### config.mk
export PLATFORM = sky130hd
export DESIGN_NAME = lcd_refresh_ctrl
export DESIGN_NICKNAME = d
export VERILOG_FILES = /design/src/rtl/lcd_pkg.sv /design/src/rtl/lcd_byte_writer.sv /design/src/rtl/lcd_refresh_ctrl.sv
export SDC_FILE = /design/constraint.sdc
export NUM_CORES = 1
export LEC_CHECK = 0
export ABC_AREA = 1
export CAP_MARGIN = 20
export CORE_ASPECT_RATIO = 0.9
export CORE_MARGIN = 1.5
export CORE_UTILIZATION = 25
export DETAILED_ROUTE_END_ITERATION = 8
export GPL_TIMING_DRIVEN = 0
export PLACE_DENSITY = 0.51
export REMOVE_ABC_BUFFERS = 1
export SYNTH_ARGS = -nofsm -noshare
export SYNTH_HDL_FRONTEND = slang
export SYNTH_SLANG_ARGS = --single-unit
### constraint.sdc
create_clock -name clk -period 2.24 [get_ports clk]
set_clock_uncertainty 0.15 [all_clocks]
set_input_delay 0.448 -clock clk [delete_from_list [all_inputs] [get_ports clk]]
set_output_delay 0.448 -clock clk [all_outputs]
set_load 0.02 [all_outputs]
### src/rtl/lcd_pkg.sv
// Shared state encodings, HD44780-style command bytes and small helpers for the LCD refresh controller.
// Pure declarations: no latency, no flow control.
package lcd_pkg;

  typedef enum logic [2:0] {
    PWR_WAIT,
    INIT_CMD,
    IDLE,
    ADDR,
    FETCH,
    WRITE,
    WAIT
  } state_t;

  typedef enum logic [2:0] {
    W_IDLE,
    W_SETUP,
    W_PULSE,
    W_HOLD,
    W_WAIT
  } wr_state_t;

  typedef enum logic [1:0] {
    K_INIT,
    K_ADDR,
    K_CHAR
  } kind_t;

  localparam logic [7:0] CMD_FUNC_SET = 8'h38;
  localparam logic [7:0] CMD_DISP_ON  = 8'h0C;
  localparam logic [7:0] CMD_ENTRY    = 8'h06;
  localparam logic [7:0] CMD_CLEAR    = 8'h01;
  localparam logic [7:0] CMD_LINE1    = 8'h80;
  localparam logic [7:0] CMD_LINE2    = 8'hC0;

  function automatic int unsigned max_u(input int unsigned a, input int unsigned b);
    return (a > b) ? a : b;
  endfunction

  function automatic logic [7:0] init_cmd(input logic [1:0] step);
    logic [7:0] c;
    case (step)
      2'd0:    c = CMD_FUNC_SET;
      2'd1:    c = CMD_DISP_ON;
      2'd2:    c = CMD_ENTRY;
      default: c = CMD_CLEAR;
    endcase
    return c;
  endfunction

endpackage

### src/rtl/lcd_byte_writer.sv
// Writes one byte to the LCD: 1 setup cycle, E_PULSE cycles of e high, 1 hold cycle, then wait_len idle cycles.
// done is high during the last cycle of the byte; go is only accepted while idle.
module lcd_byte_writer
  import lcd_pkg::*;
#(
  parameter int unsigned E_PULSE = 4,
  parameter int unsigned WW      = 17
) (
  input  logic          clk,
  input  logic          rst,
  input  logic          go,
  input  logic          rs,
  input  logic [7:0]    data,
  input  logic [WW-1:0] wait_len,
  output logic          done,
  output logic          lcd_rs,
  output logic          lcd_e,
  output logic [7:0]    lcd_data
);

  localparam int unsigned PW = (E_PULSE > 1) ? $clog2(E_PULSE) : 1;
  localparam logic [PW-1:0] P_LAST = PW'(E_PULSE - 1);

  wr_state_t     wst;
  logic [PW-1:0] pcnt;
  logic [WW-1:0] wlen;
  logic [WW-1:0] rem;

  always_ff @(posedge clk or negedge rst) begin
    if (!rst) begin
      wst      <= W_IDLE;
      pcnt     <= '0;
      wlen     <= '0;
      rem      <= '0;
      done     <= 1'b0;
      lcd_rs   <= 1'b0;
      lcd_e    <= 1'b0;
      lcd_data <= 8'h00;
    end else begin
      done <= 1'b0;
      case (wst)
        W_IDLE: begin
          if (go) begin
            lcd_rs   <= rs;
            lcd_data <= data;
            wlen     <= wait_len;
            wst      <= W_SETUP;
          end
        end
        W_SETUP: begin
          lcd_e <= 1'b1;
          pcnt  <= '0;
          wst   <= W_PULSE;
        end
        W_PULSE: begin
          if (pcnt == P_LAST) begin
            lcd_e <= 1'b0;
            done  <= (wlen == '0);
            wst   <= W_HOLD;
          end else begin
            pcnt <= pcnt + 1'b1;
          end
        end
        W_HOLD: begin
          if (wlen == '0) begin
            wst <= W_IDLE;
          end else begin
            // rem counts the wait cycles still to go after the current one
            rem  <= wlen - 1'b1;
            done <= (wlen == WW'(1));
            wst  <= W_WAIT;
          end
        end
        W_WAIT: begin
          if (rem == '0) begin
            wst <= W_IDLE;
          end else begin
            rem  <= rem - 1'b1;
            done <= (rem == WW'(1));
          end
        end
        default: wst <= W_IDLE;
      endcase
    end
  end

endmodule

### src/rtl/lcd_refresh_ctrl.sv
// Power-up init of a 2x16 character LCD, then on request refreshes both lines from a registered character source.
// Each character is fetched with a 2-cycle source latency; start is a level, sampled only in IDLE.
module lcd_refresh_ctrl
  import lcd_pkg::*;
#(
  parameter int unsigned E_PULSE   = 4,
  parameter int unsigned INIT_WAIT = 20000,
  parameter int unsigned CMD_WAIT  = 2000,
  parameter int unsigned CLR_WAIT  = 80000,
  parameter int unsigned CHAR_WAIT = 50
) (
  input  logic       clk,
  input  logic       rst,
  input  logic       start,
  input  logic [7:0] char_in,
  output logic [4:0] index,
  output logic       lcd_rs,
  output logic       lcd_rw,
  output logic       lcd_e,
  output logic [7:0] lcd_data,
  output logic       busy,
  output logic       frame_done
);

  localparam int unsigned WAIT_MAX = max_u(max_u(INIT_WAIT, CLR_WAIT), max_u(CMD_WAIT, CHAR_WAIT));
  localparam int unsigned WW       = $clog2(WAIT_MAX + 1);

  localparam logic [WW-1:0] INIT_LAST = WW'(INIT_WAIT - 1);
  localparam logic [WW-1:0] CMD_LEN   = WW'(CMD_WAIT);
  localparam logic [WW-1:0] CLR_LEN   = WW'(CLR_WAIT);
  localparam logic [WW-1:0] CHAR_LEN  = WW'(CHAR_WAIT);

  state_t        state;
  kind_t         kind;
  logic [WW-1:0] cnt;
  logic [1:0]    init_idx;
  logic [1:0]    fph;
  logic [4:0]    pos;
  logic          go;
  logic          wr_rs;
  logic [7:0]    wr_dat;
  logic [WW-1:0] wr_len;
  logic          wr_done;

  assign lcd_rw = 1'b0;

  always_ff @(posedge clk or negedge rst) begin
    if (!rst) begin
      state      <= PWR_WAIT;
      kind       <= K_INIT;
      cnt        <= '0;
      init_idx   <= 2'd0;
      fph        <= 2'd0;
      pos        <= 5'd0;
      go         <= 1'b0;
      wr_rs      <= 1'b0;
      wr_dat     <= 8'h00;
      wr_len     <= '0;
      index      <= 5'd0;
      busy       <= 1'b1;
      frame_done <= 1'b0;
    end else begin
      go         <= 1'b0;
      frame_done <= 1'b0;
      case (state)
        PWR_WAIT: begin
          if (cnt == INIT_LAST) begin
            cnt   <= '0;
            state <= INIT_CMD;
          end else begin
            cnt <= cnt + 1'b1;
          end
        end
        INIT_CMD: begin
          go     <= 1'b1;
          wr_rs  <= 1'b0;
          wr_dat <= init_cmd(init_idx);
          wr_len <= (init_idx == 2'd3) ? CLR_LEN : CMD_LEN;
          kind   <= K_INIT;
          state  <= WAIT;
        end
        IDLE: begin
          if (start) begin
            pos   <= 5'd0;
            busy  <= 1'b1;
            state <= ADDR;
          end
        end
        ADDR: begin
          go     <= 1'b1;
          wr_rs  <= 1'b0;
          wr_dat <= pos[4] ? CMD_LINE2 : CMD_LINE1;
          wr_len <= CMD_LEN;
          kind   <= K_ADDR;
          state  <= WAIT;
        end
        FETCH: begin
          // The source answers one cycle after it sees index, so sample on the second edge.
          case (fph)
            2'd0: begin
              index <= pos;
              fph   <= 2'd1;
            end
            2'd1: fph <= 2'd2;
            default: begin
              wr_dat <= char_in;
              fph    <= 2'd0;
              state  <= WRITE;
            end
          endcase
        end
        WRITE: begin
          go     <= 1'b1;
          wr_rs  <= 1'b1;
          wr_len <= CHAR_LEN;
          kind   <= K_CHAR;
          state  <= WAIT;
        end
        WAIT: begin
          if (wr_done) begin
            case (kind)
              K_INIT: begin
                if (init_idx == 2'd3) begin
                  busy  <= 1'b0;
                  state <= IDLE;
                end else begin
                  init_idx <= init_idx + 2'd1;
                  state    <= INIT_CMD;
                end
              end
              K_ADDR: state <= FETCH;
              K_CHAR: begin
                if (pos == 5'd31) begin
                  frame_done <= 1'b1;
                  busy       <= 1'b0;
                  state      <= IDLE;
                end else if (pos == 5'd15) begin
                  pos   <= 5'd16;
                  state <= ADDR;
                end else begin
                  pos   <= pos + 5'd1;
                  state <= FETCH;
                end
              end
              default: begin
                busy  <= 1'b0;
                state <= IDLE;
              end
            endcase
          end
        end
        default: begin
          busy  <= 1'b1;
          state <= PWR_WAIT;
        end
      endcase
    end
  end

  lcd_byte_writer #(
    .E_PULSE(E_PULSE),
    .WW     (WW)
  ) u_writer (
    .clk     (clk),
    .rst     (rst),
    .go      (go),
    .rs      (wr_rs),
    .data    (wr_dat),
    .wait_len(wr_len),
    .done    (wr_done),
    .lcd_rs  (lcd_rs),
    .lcd_e   (lcd_e),
    .lcd_data(lcd_data)
  );

endmodule

==> metrics.txt <==
run status complete, no violations; Routed WL per cell 11.6 um; HP Class reg -> reg; IO Count 29; leak pwr 2.57 nW; CTS tree built; Vias 3848; Crit. End Element primary output; XOR/XNOR Fraction of Synth Area 0.0162; Worst-Margin Slew 536 ps; worst-path cell chain clkdlybuf4s50_1; Final #Nets 677; top-area cell type share of the netlist area 0.458; Syn Std Cell Area 4860 um^2; initial antenna violation count 0; Yosys top cell by area dfrtp_1; Critical Path AT 1520 ps; crit path launch busy$_DFFE_PN1P_; Post-Synthesis Cells 625; slowest CP cell clkdlybuf4s50_1; full die area 20300 um^2; Initial Utilization 0.255; routed length on met3 316 um; Final Wtd Congestion 0.821; via/cell ratio 4.25; R2R Setup Slk 230 ps; Tmin final 2110 ps; vias in the first global route 3698; WHS Path Cells 2; Fmax achieved 0.473 GHz; Rows 48; Worst path depth 1; DR top layer met4; non-filler cells, final 905; VDD IR max 0.515 mV; clk_lat worst skew 350 ps; Critical Path RT 1640 ps; Worst Path Max Fanout 2; root buffer cell clkbuf_16; Setup TNS 0 ps; Met2 Routed Length 4.46 mm; CTS Buffer Depth 2; YS warnings 0; family with the most delay on the worst path buffers and inverters; Core Footprint 19100 um^2; Synth Area per Inst 7.78 um^2; clk sinks 90; critical path class reg -> out; number of DRC markers in iteration 0 191; fin util 0.299; Yosys reg bits 90; final-layout fill cell count 2080; total grt overflow 0; Final Cycle Share 0.944; Worst R2R End wr_dat[7]$_DFFE_PN0P_; Worst slew margin 0.643; n_diodes 0; FF-to-FF Start state[1]$_DFFE_PN0P_; final setup violating endpoints 0; adder-cell share of the synthesized area 0.0412; Worst-path clk slew 70 ps; first-pass GRT wire length 18.3 mm; RSZ-0062 raised after global routing no; largest family of logic cells by synthesized area simple AND/OR/NAND/NOR gates; most frequent cells in the layout nand2_1, dfrtp_1, inv_1; Seq/Total Area, Yosys 0.463; H-tree depth 3; met1 WL 5.61 mm; simple-gate portion of the synthesized area 0.275; DPL Wire Length 7.42 mm; CP bufs+invs 1; Pwr Density 1310 nW/um^2; design area 5710 um^2; placed cells 888; crit start category register; fraction of layout cells with a size suffix above 1 0.0687; R2R depth 7; # Max-Cap Violations 0; post-synth cell types 39; CTS Buf Count 9; antenna viol nets, final 0; most common cell after layout, fill and taps aside nand2_1; Die Wd 150 um; IO buf count 27; Max Slew Vio Count 0; pin count of the biggest net entering global routing 54; die height 135 um; Fin. Hold Viols 0; DRC Markers 0; WL final 10.5 mm; Compound-Gate Fraction of Synth Area 0.107; DR pass1 iterations 4; slowest stage delay, CP 630 ps; synth top area cells dfrtp_1, nand2_1, inv_1; GRT Overall Usage 0.113; post-synthesis mux area share 0.0113; Area Overhead vs Synth 17.3%; placed cell areas 5360 um^2; crit path to busy
final cells by class:
type                    count  area (um^2)  area share
clock buffers              10          229      0.0401
clock inverters             6         75.1      0.0132
inverters                  80          314      0.0550
multi-input cells         440         2220       0.388
flip-flops and latches     90         2250       0.395
well taps                 250          313      0.0548
repair buffers             29          305      0.0535
cells in the mapped netlist, drive strengths merged:
cell	instances
a21oi	19
a22oi	1
a31oi	7
and2	1
buf	12
clkbuf	3
clkinv	1
conb	1
dfrtp	89
dfstp	1
ha	16
inv	79
mux2	4
mux2i	1
nand2	175
nand3	43
nand3b	2
nand4	5
nor2	71
nor3	14
nor3b	1
o211ai	1
o21a	3
o21ai	61
o22ai	1
o31ai	3
o32ai	1
xnor2	2
xor2	7
cells by family (layout without fill, tap and decap cells):
kind of cell,after synthesis,in the layout
flops,90,90
mux,5,5
other cells,1,1
simple gates,312,312
compound gates,97,97
fa+ha+maj,16,16
buf+inv,95,125
xor+xnor,9,9
worst min path at each step:
stage | from | endpoint | slack, ps
detailed placement | rst | u_writer.rem[8]$_DFFE_PN0P_ | 320
global placement | u_writer.pcnt[1]$_DFFE_PN0P_ | u_writer.pcnt[1]$_DFFE_PN0P_ | 320
global route | index[2]$_DFFE_PN0P_ | index[2]$_DFFE_PN0P_ | 350
CTS | u_writer.pcnt[1]$_DFFE_PN0P_ | u_writer.pcnt[1]$_DFFE_PN0P_ | 340
floorplan | rst | cnt[0]$_DFFE_PN0N_ | 2
finish | u_writer.pcnt[1]$_DFFE_PN0P_ | u_writer.pcnt[1]$_DFFE_PN0P_ | 330
sequential cells by signal, indices dropped and copies added (netlist names), 2 cells and up:
| signal | cells |
|---|---|
| cnt | 17 |
| fph | 2 |
| wr_dat | 8 |
| wr_len | 5 |
| u_writer.wlen | 5 |
| state | 3 |
| u_writer.lcd_data | 8 |
| u_writer.rem | 17 |
| init_idx | 2 |
| pos | 5 |
| index | 5 |
| u_writer.wst | 3 |
| u_writer.pcnt | 2 |
worst min-delay path, stage by stage, from the launching register on:
cell     delay, ps
dfrtp_1        340
nand2_1         60
nand2_1         50
what timing repair did:
item | in CTS | in global routing
hold buffers | 1 | 0
gates resized for setup | 3 | 6
setup endpoints to repair | 17 | 29
hold endpoints to repair | 37 | 0
setup buffers | 0 | 0
metrics by stage:
| step | power, mW | worst slack [ps] | hold slack [ps] |
|---|---|---|---|
| global route | 8.15 | 27.6 | 351 |
| detailed placement | 5.89 | -138 | 321 |
| global placement | 5.87 | -3040 | 317 |
| finish | 7.46 | 126 | 332 |
| CTS | 7.52 | 22.2 | 337 |
| floorplan | 4.90 | 440 | 2.41 |
layer usage:
metal | track usage | vias to the layer above
met5 | 0 | -
met4 | 0.0294 | 0
met3 | 0.0313 | 7
met2 | 0.171 | 40
met1 | 0.158 | 1757
li1 | - | 2044
power breakdown:
part	switching (mW)	total (mW)	internal [mW]	leakage, nW
logic	2.07	3.20	1.13	1.29
clock network	0.687	1.57	0.882	0.145
registers	0.471	2.70	2.22	1.14
total	3.23	7.46	4.24	2.57
Note: power is estimated with default switching activity, not from simulation.
